### config.mk
export PLATFORM = sky130hd
export DESIGN_NAME = instr_loader
export DESIGN_NICKNAME = d
export VERILOG_FILES = /design/src/rtl/instr_loader_pkg.sv /design/src/rtl/instr_loader.sv
export SDC_FILE = /design/constraint.sdc
export NUM_CORES = 1
export LEC_CHECK = 0
export ABC_AREA = 1
export CAP_MARGIN = 0
export CORE_MARGIN = 5
export CORE_UTILIZATION = 40
export CTS_CLUSTER_SIZE = 28
export DETAILED_ROUTE_END_ITERATION = 16
export MAX_ROUTING_LAYER = met4
export PLACE_DENSITY = 0.66
export SYNTH_ARGS = -nofsm -noshare
export SYNTH_HDL_FRONTEND = slang
export SYNTH_SLANG_ARGS = --single-unit
### constraint.sdc
create_clock -name i_clk -period 2.6 [get_ports i_clk]
set_clock_uncertainty 0.05 [all_clocks]
set_input_delay 0.39 -clock i_clk [delete_from_list [all_inputs] [get_ports i_clk]]
set_output_delay 0.39 -clock i_clk [all_outputs]
set_load 0.1 [all_outputs]
### src/rtl/instr_loader_pkg.sv
// Shared types and constants for the instruction-memory program loader.
// The checksum option is selected with the LOADER_CHECKSUM_EN macro in instr_loader.sv.
package loader_pkg;

    localparam int IMEM_DEPTH       = 32;
    localparam int IMEM_AW          = 5;
    localparam int IMEM_DW          = 16;
    localparam int LOADER_MAX_WORDS = IMEM_DEPTH;

    typedef enum logic [2:0] {
        ST_IDLE  = 3'd0,
        ST_HDR   = 3'd1,
        ST_HI    = 3'd2,
        ST_LO    = 3'd3,
        ST_WRITE = 3'd4,
        ST_CHK   = 3'd5,
        ST_DONE  = 3'd6,
        ST_ERR   = 3'd7
    } loader_state_t;

    // A header is usable when it asks for at least one word and no more than the memory holds.
    function automatic logic hdr_ok(input logic [7:0] n, input int depth);
        return (n != 8'd0) && (int'(n) <= depth);
    endfunction

    function automatic logic ready_state(input loader_state_t s);
        return (s == ST_HDR) || (s == ST_HI) || (s == ST_LO) || (s == ST_CHK);
    endfunction

endpackage

### src/rtl/instr_loader.sv
// Loads a framed byte-stream program image into the 32 x 16-bit instruction memory.
// Define LOADER_CHECKSUM_EN to require and verify a trailing XOR checksum byte.
module instr_loader
    import loader_pkg::*;
#(
    parameter int DEPTH = IMEM_DEPTH,
    parameter int AW    = IMEM_AW,
    parameter int DW    = IMEM_DW
) (
    input  logic          i_clk,
    input  logic          i_rst,
    input  logic          i_start,
    input  logic [7:0]    i_in_data,
    input  logic          i_in_valid,
    output logic          o_in_ready,
    output logic          o_imem_we,
    output logic [AW-1:0] o_imem_addr,
    output logic [DW-1:0] o_imem_wdata,
    output logic          o_cpu_hold,
    output logic          o_busy,
    output logic          o_done,
    output logic          o_error,
    output logic [AW:0]   o_words_loaded
);

    loader_state_t r_state;
    loader_state_t w_next;

    logic          r_in_ready;
    logic          r_imem_we;
    logic [AW-1:0] r_imem_addr;
    logic [DW-1:0] r_imem_wdata;
    logic          r_cpu_hold;
    logic          r_busy;
    logic          r_done;
    logic          r_error;
    logic [AW:0]   r_words_loaded;
    logic [AW:0]   r_n;
`ifdef LOADER_CHECKSUM_EN
    logic [7:0]    r_acc;
`endif

    logic w_accept;
    logic w_hdr_ok;
    logic w_last;

    assign w_accept = i_in_valid && r_in_ready;
    assign w_hdr_ok = hdr_ok(i_in_data, DEPTH);
    assign w_last   = ((r_words_loaded + {{AW{1'b0}}, 1'b1}) == r_n);

    // State register.
    always_ff @(posedge i_clk) begin
        if (i_rst) begin
            r_state <= ST_IDLE;
        end else begin
            r_state <= w_next;
        end
    end

    // Next-state decode; input gaps leave the state unchanged.
    always_comb begin
        w_next = r_state;
        case (r_state)
            ST_IDLE, ST_DONE, ST_ERR: begin
                if (i_start) w_next = ST_HDR;
                else         w_next = r_state;
            end
            ST_HDR: begin
                if (w_accept) w_next = w_hdr_ok ? ST_HI : ST_ERR;
                else          w_next = ST_HDR;
            end
            ST_HI: begin
                if (w_accept) w_next = ST_LO;
                else          w_next = ST_HI;
            end
            ST_LO: begin
                if (w_accept) w_next = ST_WRITE;
                else          w_next = ST_LO;
            end
            ST_WRITE: begin
`ifdef LOADER_CHECKSUM_EN
                if (w_last) w_next = ST_CHK;
`else
                if (w_last) w_next = ST_DONE;
`endif
                else        w_next = ST_HI;
            end
`ifdef LOADER_CHECKSUM_EN
            ST_CHK: begin
                if (w_accept) w_next = (r_acc == i_in_data) ? ST_DONE : ST_ERR;
                else          w_next = ST_CHK;
            end
`endif
            default: w_next = ST_IDLE;
        endcase
    end

    // Datapath and registered outputs; ready/we are precomputed from the next state.
    always_ff @(posedge i_clk) begin
        if (i_rst) begin
            r_in_ready     <= 1'b0;
            r_imem_we      <= 1'b0;
            r_imem_addr    <= {AW{1'b0}};
            r_imem_wdata   <= {DW{1'b0}};
            r_cpu_hold     <= 1'b0;
            r_busy         <= 1'b0;
            r_done         <= 1'b0;
            r_error        <= 1'b0;
            r_words_loaded <= {(AW+1){1'b0}};
            r_n            <= {(AW+1){1'b0}};
`ifdef LOADER_CHECKSUM_EN
            r_acc          <= 8'h00;
`endif
        end else begin
            r_in_ready <= ready_state(w_next);
            r_imem_we  <= (w_next == ST_WRITE);
            case (r_state)
                ST_IDLE, ST_DONE, ST_ERR: begin
                    if (i_start) begin
                        r_done         <= 1'b0;
                        r_error        <= 1'b0;
                        r_words_loaded <= {(AW+1){1'b0}};
                        r_imem_addr    <= {AW{1'b0}};
                        r_cpu_hold     <= 1'b1;
                        r_busy         <= 1'b1;
`ifdef LOADER_CHECKSUM_EN
                        r_acc          <= 8'h00;
`endif
                    end
                end
                ST_HDR: begin
                    if (w_accept) begin
                        if (w_hdr_ok) begin
                            r_n <= i_in_data[AW:0];
                        end else begin
                            r_error <= 1'b1;
                            r_busy  <= 1'b0;
                        end
                    end
                end
                ST_HI: begin
                    if (w_accept) begin
                        r_imem_wdata[DW-1:DW-8] <= i_in_data;
`ifdef LOADER_CHECKSUM_EN
                        r_acc <= r_acc ^ i_in_data;
`endif
                    end
                end
                ST_LO: begin
                    if (w_accept) begin
                        r_imem_wdata[7:0] <= i_in_data;
`ifdef LOADER_CHECKSUM_EN
                        r_acc <= r_acc ^ i_in_data;
`endif
                    end
                end
                ST_WRITE: begin
                    r_words_loaded <= r_words_loaded + {{AW{1'b0}}, 1'b1};
                    if (!w_last) begin
                        r_imem_addr <= r_imem_addr + {{(AW-1){1'b0}}, 1'b1};
                    end
`ifndef LOADER_CHECKSUM_EN
                    else begin
                        r_done     <= 1'b1;
                        r_cpu_hold <= 1'b0;
                        r_busy     <= 1'b0;
                    end
`endif
                end
`ifdef LOADER_CHECKSUM_EN
                // A bad checksum keeps the CPU held so a corrupt image never runs.
                ST_CHK: begin
                    if (w_accept) begin
                        r_busy <= 1'b0;
                        if (r_acc == i_in_data) begin
                            r_done     <= 1'b1;
                            r_cpu_hold <= 1'b0;
                        end else begin
                            r_error <= 1'b1;
                        end
                    end
                end
`endif
                default: ;
            endcase
        end
    end

    assign o_in_ready     = r_in_ready;
    assign o_imem_we      = r_imem_we;
    assign o_imem_addr    = r_imem_addr;
    assign o_imem_wdata   = r_imem_wdata;
    assign o_cpu_hold     = r_cpu_hold;
    assign o_busy         = r_busy;
    assign o_done         = r_done;
    assign o_error        = r_error;
    assign o_words_loaded = r_words_loaded;

endmodule

Yosys cells after proc, flatten, opt, wreduce, memory -nomap -nowiden
Cells that the tools add are included.

Add/sub/neg operators: 2. Multipliers: 0. Divide/modulo/power cells: 0. $lt $le $gt $ge: 1. Eq/ne operators: 17. Shifts and indexed selects: 0. Muxes and demuxes: 24. Bitwise gates (word level): 0. Reductions and logical operators: 19.

Operators with widths (number): 3-bit equality test (second input constant) (5); 3-bit two-way mux (5); 3-bit one-hot mux with 5 select lines (1); 3-bit by 2-bit equality test with 1-bit output (second input constant) (4); 6-bit one-hot mux with 2 select lines (1); 5-bit two-way mux (2); 2-bit inequality test (second input constant) (5); 5-bit one-hot mux with 2 select lines (1); 1-bit two-way mux (9); 3-bit AND reduction (3); 8-bit by 6-bit <= comparator with 1-bit output (second input constant) (1); 8-bit nonzero test (1); 6-bit by 1-bit adder with 6-bit output (second input constant) (1); 3-bit by 1-bit equality test with 1-bit output (second input constant) (2); 6-bit equality test (1); 6-bit two-way mux (1); 1-bit one-hot mux with 2 select lines (3); 2-bit AND reduction (3); 5-bit by 1-bit adder with 5-bit output (second input constant) (1); 5-bit AND reduction (1); 4-bit AND reduction (1); 2-bit nonzero test (2); 3-bit zero test (1); 1-bit logical OR (3); other kinds (4) (5).

Bits in registers: 42. Bits in latches: 0. Memory bits (writable): 0. Memory bits (read-only): 0. Word-level logic and storage cells: 75. Memories kept: 0.

Depth between registers and ports, before layout
Word-level depth: 9. Gate-level depth with buffers: 12. Mapped depth without buffers: 12.

Worst setup path before layout
OpenSTA, ideal clock, no wires.

Path type: reg2reg. Start: register r_words_loaded[0], in the netlist o_words_loaded[0]. End: register r_cpu_hold, in the netlist o_cpu_hold. Setup time: 0.070 ns. Arrival: 2.303 ns. Data required time: 2.480 ns. Path slack: 0.176 ns. Stages on the path, launching flop included: 12. Cell sequence: dfxtp_1 > ha_1 > nand3_1 > nand2_1 > nand2_1 > nor2_1 > nor2_4 > nand3_4 > nand2_4 > nand2_1 > nand2_1 > a21oi_1.

Word-level cells in the longest chain between the ends: 4.

RTL lines: start, declared (RTL line instr_loader.sv:37) `logic [AW:0] r_words_loaded;`; start signal, assigned (RTL line instr_loader.sv:109) `r_words_loaded <= {(AW+1){1'b0}};`; start signal, assigned (RTL line instr_loader.sv:122) `r_words_loaded <= {(AW+1){1'b0}};`; start signal, assigned (RTL line instr_loader.sv:158) `r_words_loaded <= r_words_loaded + {{AW{1'b0}}, 1'b1};`; 6-bit by 1-bit adder with 6-bit output (RTL line instr_loader.sv:49) `assign w_last = ((r_words_loaded + {{AW{1'b0}}, 1'b1}) == r_n);`; 6-bit equality test (RTL line instr_loader.sv:49); 2-bit inequality test (no line); 3-bit AND reduction (no line); end signal, assigned (RTL line instr_loader.sv:105) `r_cpu_hold <= 1'b0;`; end signal, assigned (RTL line instr_loader.sv:124) `r_cpu_hold <= 1'b1;`; end signal, assigned (RTL line instr_loader.sv:165) `r_cpu_hold <= 1'b0;`; end, declared (RTL line instr_loader.sv:33) `logic r_cpu_hold;`.

No other way between the ends. A chain may end at the register's enable or synchronous reset.

Worst setup path after layout
Start: register r_words_loaded[0], in the netlist o_words_loaded[0]. End: register r_in_ready, in the netlist o_in_ready.

Word-level cells in the longest chain between the ends: 8. Elaborated cells between the ends (all ways): 11.

RTL lines: 6-bit by 1-bit adder with 6-bit output * (RTL line instr_loader.sv:49); 6-bit equality test * (RTL line instr_loader.sv:49); 3-bit two-way mux * (RTL line instr_loader.sv:84) `if (w_last) w_next = ST_DONE;`; 3-bit one-hot mux with 5 select lines * (RTL line instr_loader.sv:63) `case (r_state)`; 3-bit by 1-bit equality test with 1-bit output or 3-bit by 2-bit equality test with 1-bit output (tied branches) (RTL line instr_loader_pkg.sv:27) `return (s == ST_HDR) || (s == ST_HI) || (s == ST_LO) || (s == ST_CHK);`; 1-bit logical OR (2 in series) (RTL line instr_loader_pkg.sv:27); 1-bit logical OR * (RTL line instr_loader_pkg.sv:27); end signal, assigned (RTL line instr_loader.sv:115) `r_in_ready <= ready_state(w_next);`; end, declared (RTL line instr_loader.sv:29) `logic r_in_ready;`.

Every way passes the cells marked *; elsewhere a longest branch is shown, timed or not.

==> qor.csv <==
stage,metric,value,unit
run_status,status,"complete, no violations",
critical_path,Worst setup SP type,register,
timing,relative slew slack,0.5989,
synthesis,Synth Register Bits,42,
floorplan,initial core utilization,0.4155,
clock_tree,Sink Count,42,
global_route,vias in the first global route,1719,
synthesis,Gate Count Post-Synth,278,
hold_path,Hold Crit Class,register to register,
critical_path,crit path kind,register to register,
timing,final setup fails,0,
critical_path,cells on worst reg2reg path,10,
floorplan,Site Rows,25,
power,switch share,0.3714,
timing,Slew @ Worst Pin,0.6010,ns
route,ANT nets after route,0,
clock_tree,CTS resizes,0,
layout,Final Util,0.5234,
global_route,first-pass GRT wire length,8017,µm
hold_path,hold path cells,2,
layout,Layout Cells excl Fill,392,
clock_tree,clock slew at reported path FFs,0.08,ns
floorplan,DIE AREA,6445,µm²
layout,fraction of layout cells with a size suffix above 1,0.1938,
clock_tree,TritonCTS clock tree,yes,
floorplan,core box area,4755,µm²
route,Vias,1920,
critical_path,critical path arrival,2.02,ns
critical_path,Reg2Reg Setup Slack,0.72,ns
critical_path,"Max FO, Critical Path",8,
critical_path,R2R Path End,o_in_ready,
floorplan,chip height,80.28,µm
layout,Nets,338,
placement,port buffer count,44,
clock_tree,cts hold-fix bufs,0,
synthesis,Post-Syn Area per Cell,7.107,µm²
power,Pwr per Cell Area,647.5,nW/µm²
global_route,gr ovfl total,0,
route,DRC,0,
layout,area occupied by multi-input gates,987.2,µm²
global_route,total global-route track usage,0.1620,
synthesis,net count after synthesis,292,
power,total net switching power,0.5985,mW
clock_tree,cts bufs inserted,5,
clock_tree,Bufs on Longest Clock Path,2,
hold_path,Worst Hold End,o_done,
job,Max Cap Viol,0,
clock_tree,clock root buffer master,clkbuf_8,
placement,post-placement cell count,384,
timing,Fin. Hold Viols,0,
layout,Seq. cell area,840.8,µm²
route,initial drt markers,97,
synthesis,Yosys Warn Count,0,
route,Pre-antenna DRT Iters,4,
synthesis,register area share after synthesis,0.4256,
timing,period utilization,0.7241,
layout,fillcell total,487,
power,Power Internal,1.013,mW
timing,Setup TNS Final,0,ns
floorplan,Die X-Extent,80.28,µm
route,vias per cell,4.898,
hold_path,hold path start,o_done,
power,Worst IR Drop VDD,0.0003344,V
clock_tree,Post-CTS Setup Repair Bufs,0,
floorplan,Ports,45,
critical_path,reg2reg start,o_words_loaded[0],
clock_tree,"Clk Latency, worst-skew pair",0.29,ns
global_route,antenna violations before repair,0,
clock_tree,H-Tree Depth,2,
synthesis,Netlist Area Pre-Place,1976,µm²
power,Clock power frac,0.270,
power,Flop pwr share,0.439,
route,wire per inst,12.02,µm
layout,synth-to-layout area growth,25.97,%
global_route,largest net degree at the start of global routing,26,
timing,max-slew violation count,0,
critical_path,Crit. End Element,register,
route,Routed WL,4711,µm
layout,Ant. Diodes,0,
placement,hpwl dp,3451,µm
synthesis,synth unique cells,30,
power,Leak,1.041,nW
timing,Final min period,1.883,ns
timing,RSZ-0062 raised after global routing,false,
power,Comb pwr share,0.292,
placement,GPL Wtd Cong,0.8609,
critical_path,WP data required,2.74,ns
timing,FMAX,531.2,MHz
[flip-flops by register name, summed over array words and instances, names as in the netlist, 3 cells and up]
name and cells:
o_imem_addr 5, o_imem_wdata 16, o_words_loaded 6, r_n 6, r_state 3
[worst max path at each step]
stage | startpoint | end | slack, ns | cells past startpoint
after floorplan | o_words_loaded[0] | o_cpu_hold | 0.18 | 11
after global placement | i_in_data[7] | r_n[3] | 0.50 | 6
after detailed placement | i_in_data[2] | r_n[1] | 0.43 | 7
after CTS | o_words_loaded[0] | o_in_ready | 0.70 | 10
after global routing | o_words_loaded[0] | o_imem_addr[2] | 0.50 | 11
final | o_words_loaded[0] | o_in_ready | 0.72 | 10
[through the flow]
stage | area, µm² | setup WS, ns | hold slack, ns | total power [mW]
2_1_floorplan | 1976 | 0.1764 | 0.3937 | 1.082
3_3_place_gp | 2397 | 0.4967 | 0.4011 | 1.191
3_5_place_dp | 2397 | 0.4350 | 0.4091 | 1.191
4_1_cts | 2489 | 0.7015 | 0.4219 | 1.626
5_1_grt | 2489 | 0.4965 | 0.4463 | 1.700
6_report | 2489 | 0.7173 | 0.4181 | 1.611
[layout make-up]
type / count / area share
inverters: 28 / 0.04223
clock inverters: 1 / 0.002011
well taps: 67 / 0.03369
multi-input cells: 200 / 0.3967
repair buffers: 47 / 0.1528
flip-flops and latches: 42 / 0.3379
clock buffers: 7 / 0.03469
[kinds of logic (layout without fill, tap and decap cells)]
group,Yosys count,in the layout,share of synthesized area
simple gates,137,137,0.3249
compound gates,58,58,0.1488
flops,42,42,0.4256
buf+inv,36,83,0.07472
xor+xnor,3,3,0.01330
fa+ha+maj,2,2,0.01266
[power groups by stage]
stage	combinational, mW	sequential [mW]	clock (mW)
finish	0.470	0.707	0.435
global route	0.508	0.712	0.480
CTS	0.471	0.707	0.449
detailed placement	0.469	0.721	0
global placement	0.470	0.721	0
floorplan	0.189	0.894	0
[placed cells by master (no fill, tap or decap), drive strengths merged]
cell type,synthesis,routed
xor2,2,2
buf,4,36
xnor2,1,1
clkinv,2,3
o21ai,25,25
and2,1,1
dfxtp,42,42
o21bai,1,1
o22ai,1,1
nand2,51,51
a21oi,31,31
nand4,5,5
nor2,49,49
clkdlybuf4s50,0,11
ha,2,2
clkbuf,4,7
nor3,2,2
or2,1,1
inv,26,26
nand3,28,28
[cells in the mapped netlist, drive strengths merged]
master / count / area [µm²]
buf: 4 / 27.52
o21ai: 25 / 125.1
nor3: 2 / 10.01
nand3: 28 / 167.7
or2: 1 / 6.260
xor2: 2 / 17.52
dfxtp: 42 / 840.8
nand4: 5 / 31.28
xnor2: 1 / 8.760
clkinv: 2 / 7.510
ha: 2 / 25.02
nand2: 51 / 214.0
a21oi: 31 / 155.2
nor2: 49 / 206.5
and2: 1 / 6.260
clkbuf: 4 / 15.01
o21bai: 1 / 7.510
o22ai: 1 / 6.260
inv: 26 / 97.59
[critical path, stage by stage, from the launching register on]
cell and delay [ns]:
dfxtp_1 0.52, ha_1 0.27, inv_1 0.05, nand2_1 0.10
nand2_1 0.06, nand2_1 0.06, nand3_2 0.09, nor2_4 0.12
nand4_1 0.21, a21oi_1 0.19, nor2_1 0.05
[routing by layer]
layer  routed length, µm  global-route usage  vias up  share of wire
li1                    -                   -      998              -
met1                2270              0.2115      867           0.48
met2                2124              0.2376       46           0.45
met3                 273             0.05493        9          0.058
met4                  42             0.04730        0         0.0089
met5                   0                   -        -              0
Power figures use the tool's default switching activity.
